File: src/rtl/mcycle_pkg.sv
// mcycle_pkg: opcodes and FSM state encoding shared by the
// multi-cycle multiply/divide unit and the instruction decoder.
package mcycle_pkg;

  localparam logic [1:0] MCYC_MUL_S = 2'b00;
  localparam logic [1:0] MCYC_MUL_U = 2'b01;
  localparam logic [1:0] MCYC_DIV_S = 2'b10;
  localparam logic [1:0] MCYC_DIV_U = 2'b11;

  typedef enum logic {
    MCYC_IDLE      = 1'b0,
    MCYC_COMPUTING = 1'b1
  } mcyc_state_e;

  function automatic logic op_is_div(input logic [1:0] op);
    return (op == MCYC_DIV_S) || (op == MCYC_DIV_U);
  endfunction

  function automatic logic op_is_signed(input logic [1:0] op);
    return (op == MCYC_MUL_S) || (op == MCYC_DIV_S);
  endfunction

endpackage

File: src/rtl/mcycle_step.sv
// mcycle_step: one combinational iteration of the multi-cycle unit.
// Ports: is_div_i selects restoring-divide vs shift-add multiply;
// acc_i/acc_o is the 2*WIDTH accumulator {hi, lo}; opnd_i is the
// multiplicand (MUL) or divisor (DIV) magnitude.
//   MUL: acc = {partial product, remaining multiplier bits}
//   DIV: acc = {partial remainder, dividend/quotient bits}
module mcycle_step #(
  parameter int WIDTH = 32
) (
  input  logic               is_div_i,
  input  logic [2*WIDTH-1:0] acc_i,
  input  logic [WIDTH-1:0]   opnd_i,
  output logic [2*WIDTH-1:0] acc_o
);

  logic [WIDTH-1:0] hi;
  logic [WIDTH-1:0] lo;
  logic [WIDTH:0]   sum;
  logic [WIDTH:0]   rem_sh;
  logic [WIDTH:0]   diff;

  always_comb begin
    hi     = acc_i[2*WIDTH-1:WIDTH];
    lo     = acc_i[WIDTH-1:0];
    // Carry out of the add is kept and shifted into the top bit.
    sum    = {1'b0, hi} + (lo[0] ? {1'b0, opnd_i} : '0);
    rem_sh = {hi, lo[WIDTH-1]};
    // diff[WIDTH] set means the trial subtraction went negative.
    diff   = rem_sh - {1'b0, opnd_i};
    if (is_div_i) begin
      if (!diff[WIDTH]) begin
        acc_o = {diff[WIDTH-1:0], lo[WIDTH-2:0], 1'b1};
      end else begin
        acc_o = {rem_sh[WIDTH-1:0], lo[WIDTH-2:0], 1'b0};
      end
    end else begin
      acc_o = {sum, lo[WIDTH-1:1]};
    end
  end

endmodule

File: src/rtl/mcycle_unit.sv
// mcycle_unit: WIDTH-iteration multiply/divide unit (FSM, counter,
// operand/sign registers, result registers). Ports: CLK, RESET
// (async, active-high), Start/MCycleOp/Operand1/Operand2 from the
// decoder; Result1 (MUL lo / quotient), Result2 (MUL hi / remainder),
// Busy (stall), Done (1-cycle pulse), DivByZero (sticky to next op).
// Build option: MCYCLE_SIGNED_EN enables signed opcodes 00/10;
// without it they run as their unsigned counterparts.
module mcycle_unit
  import mcycle_pkg::*;
#(
  parameter int WIDTH = 32
) (
  input  logic             CLK,
  input  logic             RESET,
  input  logic             Start,
  input  logic [1:0]       MCycleOp,
  input  logic [WIDTH-1:0] Operand1,
  input  logic [WIDTH-1:0] Operand2,
  output logic [WIDTH-1:0] Result1,
  output logic [WIDTH-1:0] Result2,
  output logic             Busy,
  output logic             Done,
  output logic             DivByZero
);

  localparam int CW = $clog2(WIDTH);
  localparam logic [CW-1:0] LAST = CW'(WIDTH - 1);

  mcyc_state_e        state_q, state_d;
  logic [CW-1:0]      cnt_q, cnt_d;
  logic               div_q, div_d;
  logic [2*WIDTH-1:0] acc_q, acc_d;
  logic [WIDTH-1:0]   opnd_q, opnd_d;
  logic [WIDTH-1:0]   orig1_q, orig1_d;
  logic [WIDTH-1:0]   res1_q, res1_d;
  logic [WIDTH-1:0]   res2_q, res2_d;
  logic               done_q, done_d;
  logic               dbz_q, dbz_d;

  logic [2*WIDTH-1:0] step_acc;
  logic [2*WIDTH-1:0] prod;
  logic [WIDTH-1:0]   fin_lo;
  logic [WIDTH-1:0]   fin_hi;
  logic [WIDTH-1:0]   mag1;
  logic [WIDTH-1:0]   mag2;
  logic               dbz_now;

`ifdef MCYCLE_SIGNED_EN
  logic neg_res_q, neg_res_d;
  logic neg_rem_q, neg_rem_d;
  logic sgn_op;
  logic s1;
  logic s2;

  assign sgn_op = op_is_signed(MCycleOp);
  assign s1     = sgn_op & Operand1[WIDTH-1];
  assign s2     = sgn_op & Operand2[WIDTH-1];
  // The minimum value negates to itself, which reads correctly as
  // an unsigned magnitude.
  assign mag1   = s1 ? -Operand1 : Operand1;
  assign mag2   = s2 ? -Operand2 : Operand2;
`else
  assign mag1   = Operand1;
  assign mag2   = Operand2;
`endif

  mcycle_step #(
    .WIDTH (WIDTH)
  ) u_step (
    .is_div_i (div_q),
    .acc_i    (acc_q),
    .opnd_i   (opnd_q),
    .acc_o    (step_acc)
  );

  // Final-iteration result shaping: sign fix-up, then the
  // divide-by-zero override which wins over everything.
  always_comb begin
    prod = step_acc;
`ifdef MCYCLE_SIGNED_EN
    if (!div_q && neg_res_q) begin
      prod = -step_acc;
    end
`endif
    fin_lo = prod[WIDTH-1:0];
    fin_hi = prod[2*WIDTH-1:WIDTH];
`ifdef MCYCLE_SIGNED_EN
    if (div_q) begin
      if (neg_res_q) begin
        fin_lo = -prod[WIDTH-1:0];
      end
      if (neg_rem_q) begin
        fin_hi = -prod[2*WIDTH-1:WIDTH];
      end
    end
`endif
    dbz_now = div_q && (opnd_q == '0);
    if (dbz_now) begin
      fin_lo = '1;
      fin_hi = orig1_q;
    end
  end

  always_comb begin
    state_d = state_q;
    cnt_d   = cnt_q;
    div_d   = div_q;
    acc_d   = acc_q;
    opnd_d  = opnd_q;
    orig1_d = orig1_q;
    res1_d  = res1_q;
    res2_d  = res2_q;
    dbz_d   = dbz_q;
    done_d  = 1'b0;
`ifdef MCYCLE_SIGNED_EN
    neg_res_d = neg_res_q;
    neg_rem_d = neg_rem_q;
`endif
    case (state_q)
      MCYC_IDLE: begin
        if (Start) begin
          div_d   = op_is_div(MCycleOp);
          cnt_d   = '0;
          orig1_d = Operand1;
          // MUL keeps the multiplier in the low half; DIV the dividend.
          if (op_is_div(MCycleOp)) begin
            acc_d  = {{WIDTH{1'b0}}, mag1};
            opnd_d = mag2;
          end else begin
            acc_d  = {{WIDTH{1'b0}}, mag2};
            opnd_d = mag1;
          end
`ifdef MCYCLE_SIGNED_EN
          neg_res_d = s1 ^ s2;
          neg_rem_d = s1;
`endif
          state_d = MCYC_COMPUTING;
        end
      end
      MCYC_COMPUTING: begin
        acc_d = step_acc;
        cnt_d = cnt_q + CW'(1);
        if (cnt_q == LAST) begin
          res1_d  = fin_lo;
          res2_d  = fin_hi;
          dbz_d   = dbz_now;
          done_d  = 1'b1;
          cnt_d   = '0;
          state_d = MCYC_IDLE;
        end
      end
      default: state_d = MCYC_IDLE;
    endcase
  end

  always_ff @(posedge CLK or posedge RESET) begin
    if (RESET) begin
      state_q <= MCYC_IDLE;
      cnt_q   <= '0;
      div_q   <= 1'b0;
      acc_q   <= '0;
      opnd_q  <= '0;
      orig1_q <= '0;
      res1_q  <= '0;
      res2_q  <= '0;
      done_q  <= 1'b0;
      dbz_q   <= 1'b0;
    end else begin
      state_q <= state_d;
      cnt_q   <= cnt_d;
      div_q   <= div_d;
      acc_q   <= acc_d;
      opnd_q  <= opnd_d;
      orig1_q <= orig1_d;
      res1_q  <= res1_d;
      res2_q  <= res2_d;
      done_q  <= done_d;
      dbz_q   <= dbz_d;
    end
  end

`ifdef MCYCLE_SIGNED_EN
  always_ff @(posedge CLK or posedge RESET) begin
    if (RESET) begin
      neg_res_q <= 1'b0;
      neg_rem_q <= 1'b0;
    end else begin
      neg_res_q <= neg_res_d;
      neg_rem_q <= neg_rem_d;
    end
  end
`endif

  // Issue cycle stalls combinationally; Start is ignored once busy.
  assign Busy      = (state_q == MCYC_COMPUTING) || Start;
  assign Done      = done_q;
  assign Result1   = res1_q;
  assign Result2   = res2_q;
  assign DivByZero = dbz_q;

endmodule

File: config.mk
export PLATFORM = sky130hd
export DESIGN_NAME = mcycle_unit
export DESIGN_NICKNAME = d
export VERILOG_FILES = /design/src/rtl/mcycle_pkg.sv /design/src/rtl/mcycle_step.sv /design/src/rtl/mcycle_unit.sv
export SDC_FILE = /design/constraint.sdc
export NUM_CORES = 1
export LEC_CHECK = 0
export CAP_MARGIN = 20
export CORE_ASPECT_RATIO = 0.9
export CORE_MARGIN = 1
export CORE_UTILIZATION = 54
export CTS_BUF_LIST = sky130_fd_sc_hd__clkbuf_8
export CTS_CLUSTER_SIZE = 30
export DETAILED_ROUTE_END_ITERATION = 6
export PLACE_DENSITY = 0.79
export SLEW_MARGIN = 10
export SYNTH_ARGS = -nofsm -noshare
export SYNTH_HDL_FRONTEND = slang
export SYNTH_SLANG_ARGS = --single-unit
File: constraint.sdc
create_clock -name CLK -period 6.1 [get_ports CLK]
set_input_delay 0.915 -clock CLK [delete_from_list [all_inputs] [get_ports CLK]]
set_output_delay 0.915 -clock CLK [all_outputs]
set_load 0.02 [all_outputs]
; ---- Word level (Yosys, flattened, before mapping)
; Cells that the tools add are included.
[totals]
ram_bits = 0
elab_cells = 41
n_memories = 0
latchBits = 0
in_bits = 69
reg_bits = 201
rom_bits = 0
out_inout_bits = 67
[classes]
reduce_logical = 6
n_mul = 0
bitwise = 1
div_mod_pow = 0
n_shift = 0
n_eq_ne = 4
addsub = 3
mux = 17
magnitude_cmp = 0
[op_table]
columns = cell, count
row1 = $mux 64, 3
row2 = $mux 32, 5
row3 = $pmux 64 s2, 1
row4 = $add 32x33->33, 1
row5 = $sub 33x32->33, 1
row6 = $logic_not 32->1, 1
row7 = $mux 5, 2
row8 = $pmux 5 s2, 1
row9 = $add 5x1->5 const B, 1
row10 = $eq 5x5->1 const B, 1
row11 = $eq 2x2->1 const B, 2
row12 = $mux 1, 4
row13 = $reduce_and 2->1, 2
row14 = $logic_or 1x1->1, 2
row15 = $ne 2x2->1 const B, 1
row16 = $pmux 1 s2, 1
row17 = $logic_and 1x1->1, 1
row18 = $not 1->1, 1

; ---- Depth between registers and ports, before layout
[logic_depth]
word_depth = 5
ltp_mapped = 15
ltp_nobuf = 13

; ---- Cells and area by module
; From an unflattened synthesis, not the netlist that was laid out.
[hier_totals]
cells_unflattened = 1549
area_unflattened_um2 = 13639.3
[modules_own_cells]
columns = module, cells_each, area_each_um2, seq_area_each_um2, instances
row1 = mcycle_unit, 876, 8929.8, 5029.8, 1
row2 = mcycle_step, 673, 4709.5, 0.0, 1

; ---- Least setup slack after synthesis
; OpenSTA, ideal clock, no wires.
[synth_timing]
kind = register -> register
start = register acc_q[0]
end = register acc_q[47]
slack_ps = 2838
setup_time_ps = 121
synth_period_minus_slack_ps = 3262
stages_incl_launch_ff = 14
required_ps = 5979
arrival_ps = 3142
n_path_buf = 1
cell_sequence = dfrtp_1 > clkbuf_1 > and2_1 > ha_1 > fa_1 > a21o_1 > a221oi_1 > nor4_1 > nor3_1 > nor2b_1 > o21ai_1 > xnor2_1 > o211ai_1 > a22o_1
[synth_via]
elab_chain_len = 4
[synth_lines]
columns = element, line
row1 = "start, declared", mcycle_unit.sv:32  ; logic [2*WIDTH-1:0] acc_q, acc_d;
row2 = "start signal, assigned", mcycle_unit.sv:161  ; acc_q <= '0;
row3 = "start signal, assigned", mcycle_unit.sv:172  ; acc_q <= acc_d;
row4 = $mux 32, mcycle_step.sv:26  ; sum = {1'b0, hi} + (lo[0] ? {1'b0, opnd_i} : '0);
row5 = $add 32x33->33, mcycle_step.sv:26
row6 = $mux 64, mcycle_step.sv:30  ; if (is_div_i) begin
row7 = $pmux 64 s2, mcycle_unit.sv:119  ; case (state_q)
; Every way passes these cells.
; A chain may end at the register's enable or synchronous reset.

; ---- Worst setup path after layout
[layout_timing]
start = register acc_q[31]
end = register res2_q[30], in the netlist Result2[30]
[layout_via]
elab_chain_len = 4
[layout_lines]
columns = element, line
row1 = $sub 33x32->33, mcycle_step.sv:29  ; diff = rem_sh - {1'b0, opnd_i};
row2 = $mux 64, mcycle_step.sv:31  ; if (!diff[WIDTH]) begin
row3 = $mux 64, mcycle_step.sv:30
row4 = $mux 32, mcycle_unit.sv:98  ; if (dbz_now) begin
row5 = "end signal, assigned", mcycle_unit.sv:176  ; res2_q <= res2_d;
row6 = "end, declared", mcycle_unit.sv:36  ; logic [WIDTH-1:0] res2_q, res2_d;
; Every way passes these cells.

==> summary.md <==
| Metric | Value |
|---|---|
| Status | `finished, final reports clean` |
| Slew Limit Fails | `0` |
| Commonest cells in the netlist | `dfrtp_1 (201), nand2_1 (150), nor2_1 (115)` |
| Clk Tree Root Cell | `clkbuf_8` |
| Fin. Hold Viols | `0` |
| DRC Markers | `0` |
| WHS | `0.486 ns` |
| Antenna violations before repair | `2` |
| Maxcap violations | `0` |
| Vias in the first global route | `approximately 12000` |
| Post-Syn Instances | `roughly 1500` |
| Clk pwr share | `11.9%` |
| Clk slew on worst S/H paths | `0.06 ns` |
| Num ports | `about 140` |
| CTS tree | `built` |
| WHS Path Cells | `1` |
| Total gr overflow | `0` |
| Count of final setup violators | `0` |
| Slew headroom | `32.8%` |
| RePlAce Congestion | `0.978` |
| Gr usage total | `33.0%` |
| Drt first pass iters | `7` |
| Crit path kind | `reg -> reg` |
| EDFF count, synth | `0` |
| First-pass GRT wire length | `66200 um` |
| Max Freq | `about 240 MHz` |
| Syn_area_per_cell | `between 8 and 9 sq um` |
| CTS sink count | `201` |
| Pwr/cell area | `666 mW/mm^2` |
| Async set-reset flop share out of synthesis | `100%` |
| Die ar. | `approximately 0.026 sq mm` |
| CTS Buffer Depth | `3` |
| Area growth, synth to finish | `16.7%` |
| Num CTS Buffers | `34` |
| Initial Util | `roughly 55%` |
| Final setup TNS | `0 ns` |
| Crit path DAT | `around 4.6 ns` |
| VDD IR max | `0.314 mV` |
| Row count | `54` |
| RSZ-0062 raised after global routing | `no` |
| Post-Layout Cell Count | `between 1500 and 2000` |
| Die height | `152 um` |
| Post-CTS setup buffer count | `0` |
| Setup Skew | `0.0280 ns` |
| Worst Max-Slew Pin Slew | `approximately 1.0 ns` |
| Final net count | `1740` |
| Die X | `168 um` |
| Internal | `5340 uW` |
| Initial DRC count | `1240` |
| Port Buffers | `134` |
| Worst-skew pair later-pin latency | `0.54 ns` |
| Area leader, netlist | `dfrtp_1` |
| H-Tree Depth | `2` |
| Leakage | `0.00707 uW` |
| Mapped Nets | `1648` |
| Flops & latches, synth | `201` |
| Seq pwr share | `25.7%` |
| CP endpoint kind | `flop` |
| Via count | `approximately 12000` |
| Drt wl/cell | `between 20 and 25 um` |
| Final Cycle Share | `68.1%` |
| Sequential fraction of the synthesis area | `37.3%` |
| Tmin final | `approximately 4.2 ns` |
| Ys flop type | `dfrtp_1` |
| Worst EP required | `6.56 ns` |
| ANT nets after route | `0` |
| Worst r2r path cells | `13` |
| CTS Hold Bufs | `0` |
| Largest net degree at the start of global routing | `98` |
| Placed cells | `1902` |
| NetSw | `5120 uW` |
| Comb pwr share | `62.4%` |
| ANT cells | `0` |
| Layout cells sized above 1 | `under 10%` |
| Hpwl dp | `30500 um` |
| DRT Wirelength | `roughly 42000 um` |
| Switching share of total power | `48.9%` |
| Design Power | `between 10000 and 15000 uW` |
| Post-CTS Resized | `0` |
| Worst setup SP type | `flop` |
| Critical path peak fanout | `23` |
| Ys Warns | `0` |
| Netlist cell types | `77` |
| Synth top area cells | `dfrtp_1 (37%), mux2i_1 (7.7%), ha_1 (6.1%)` |
| Synthesized cell area | `0.0135 sq mm` |
| Synth top area share | `37.3%` |
| Min-Delay Path Class | `reg -> reg` |
| Top-count cell post-synth | `dfrtp_1` |
| Via/cell ratio | `6.26` |
| Core Area | `approximately 0.024 sq mm` |
## routing by layer
metal | global-route usage, % | share of wire, %
met1 | 49.5 | 46
met2 | 47.9 | 42
met3 | 7.32 | 9.3
met4 | 8.87 | 2.5
met5 | 0 | 0.062
## state kept, by name (all words and copies together), names as in the netlist
register and cells:
orig1_q 32, DivByZero 1, acc_q 64, opnd_q 32, div_q 1, state_q 1, Done 1, Result1 32
cnt_q 5, Result2 32
## layout by cell type (no fill, tap or decap), types with 20 or more instances in the layout
cell type / synthesis / layout
nand3_1: 37 / 37
xnor2_1: 36 / 36
clkbuf_8: 0 / 44
mux2i_1: 103 / 103
o21ai_0: 109 / 109
nor2_1: 115 / 114
a31oi_1: 47 / 47
and2_1: 37 / 37
inv_1: 45 / 54
xor2_1: 20 / 20
ha_1: 66 / 66
a22o_1: 20 / 20
a211oi_1: 32 / 32
mux2_2: 33 / 33
dfrtp_1: 201 / 199
o211ai_1: 37 / 37
a21o_1: 39 / 39
o21ai_1: 24 / 24
a21oi_1: 101 / 101
clkdlybuf4s50_1: 0 / 133
nand2_1: 150 / 149
## through the flow
step                area, sq um  util (%)  setup WS, ns
floorplan                 13500         -          2.58
global placement          15000      61.5          1.70
detailed placement        15000      61.5          1.69
CTS                       15700      64.4          1.66
global route              15700      64.5          1.77
finish                    15700      64.5          1.95
## cell type report
| cell class | count | area [sq um] |
|---|---|---|
| Clock buffer | 44 | 606 |
| Clock inverter | 14 | 90.1 |
| Fill cell | 2067 | 8670 |
| Inverter | 48 | 184 |
| Multi-Input combinational cell | 1167 | 7900 |
| Sequential cell | 201 | 5030 |
| Tap cell | 336 | 420 |
| Timing Repair Buffer | 151 | 1490 |
## power by group through the flow
stage	Clock, uW	Sequential, uW	Combinational (uW)
final	1250	2690	6530
after global routing	1310	2740	7130
after CTS	1260	2680	6370
after detailed placement	0	2700	6310
after global placement	0	2690	6230
after floorplan	0	2580	4490
## worst max-delay path, stage by stage, from the launching register on
cell	delay, ns
dfrtp_1	0.49
inv_1	0.10
ha_1	0.21
inv_1	0.07
fa_1	0.44
a211oi_2	0.30
o211a_1	0.22
o221ai_1	0.17
o211a_4	0.31
o21a_4	0.25
nor2_8	0.39
nand2_1	0.34
o221ai_1	0.56
a21o_1	0.22
## cell families after synthesis
kind of cell / synth area share (%)
AO/OA/AOI/OAI: 23.0
adder cells (fa/ha/maj): 6.43
buffers and inverters: 4.14
XOR/XNOR: 3.64
flip-flops: 37.3
AND/OR/NAND/NOR: 14.6
multiplexers: 10.9
## final timing paths
kind / slack [ns] / startpoint / to
setup / recovery: 1.95 / acc_q[31] / Result2[30]
hold / removal: 0.49 / cnt_q[3] / cnt_q[3]
setup reg to reg: 1.95 / acc_q[31] / Result2[30]
hold reg to reg: 0.49 / cnt_q[3] / cnt_q[3]
max in group asynchronous: 3.95 / RESET / acc_q[23]
min in group asynchronous: 0.87 / RESET / acc_q[2]
Power figures use the tool's default switching activity.
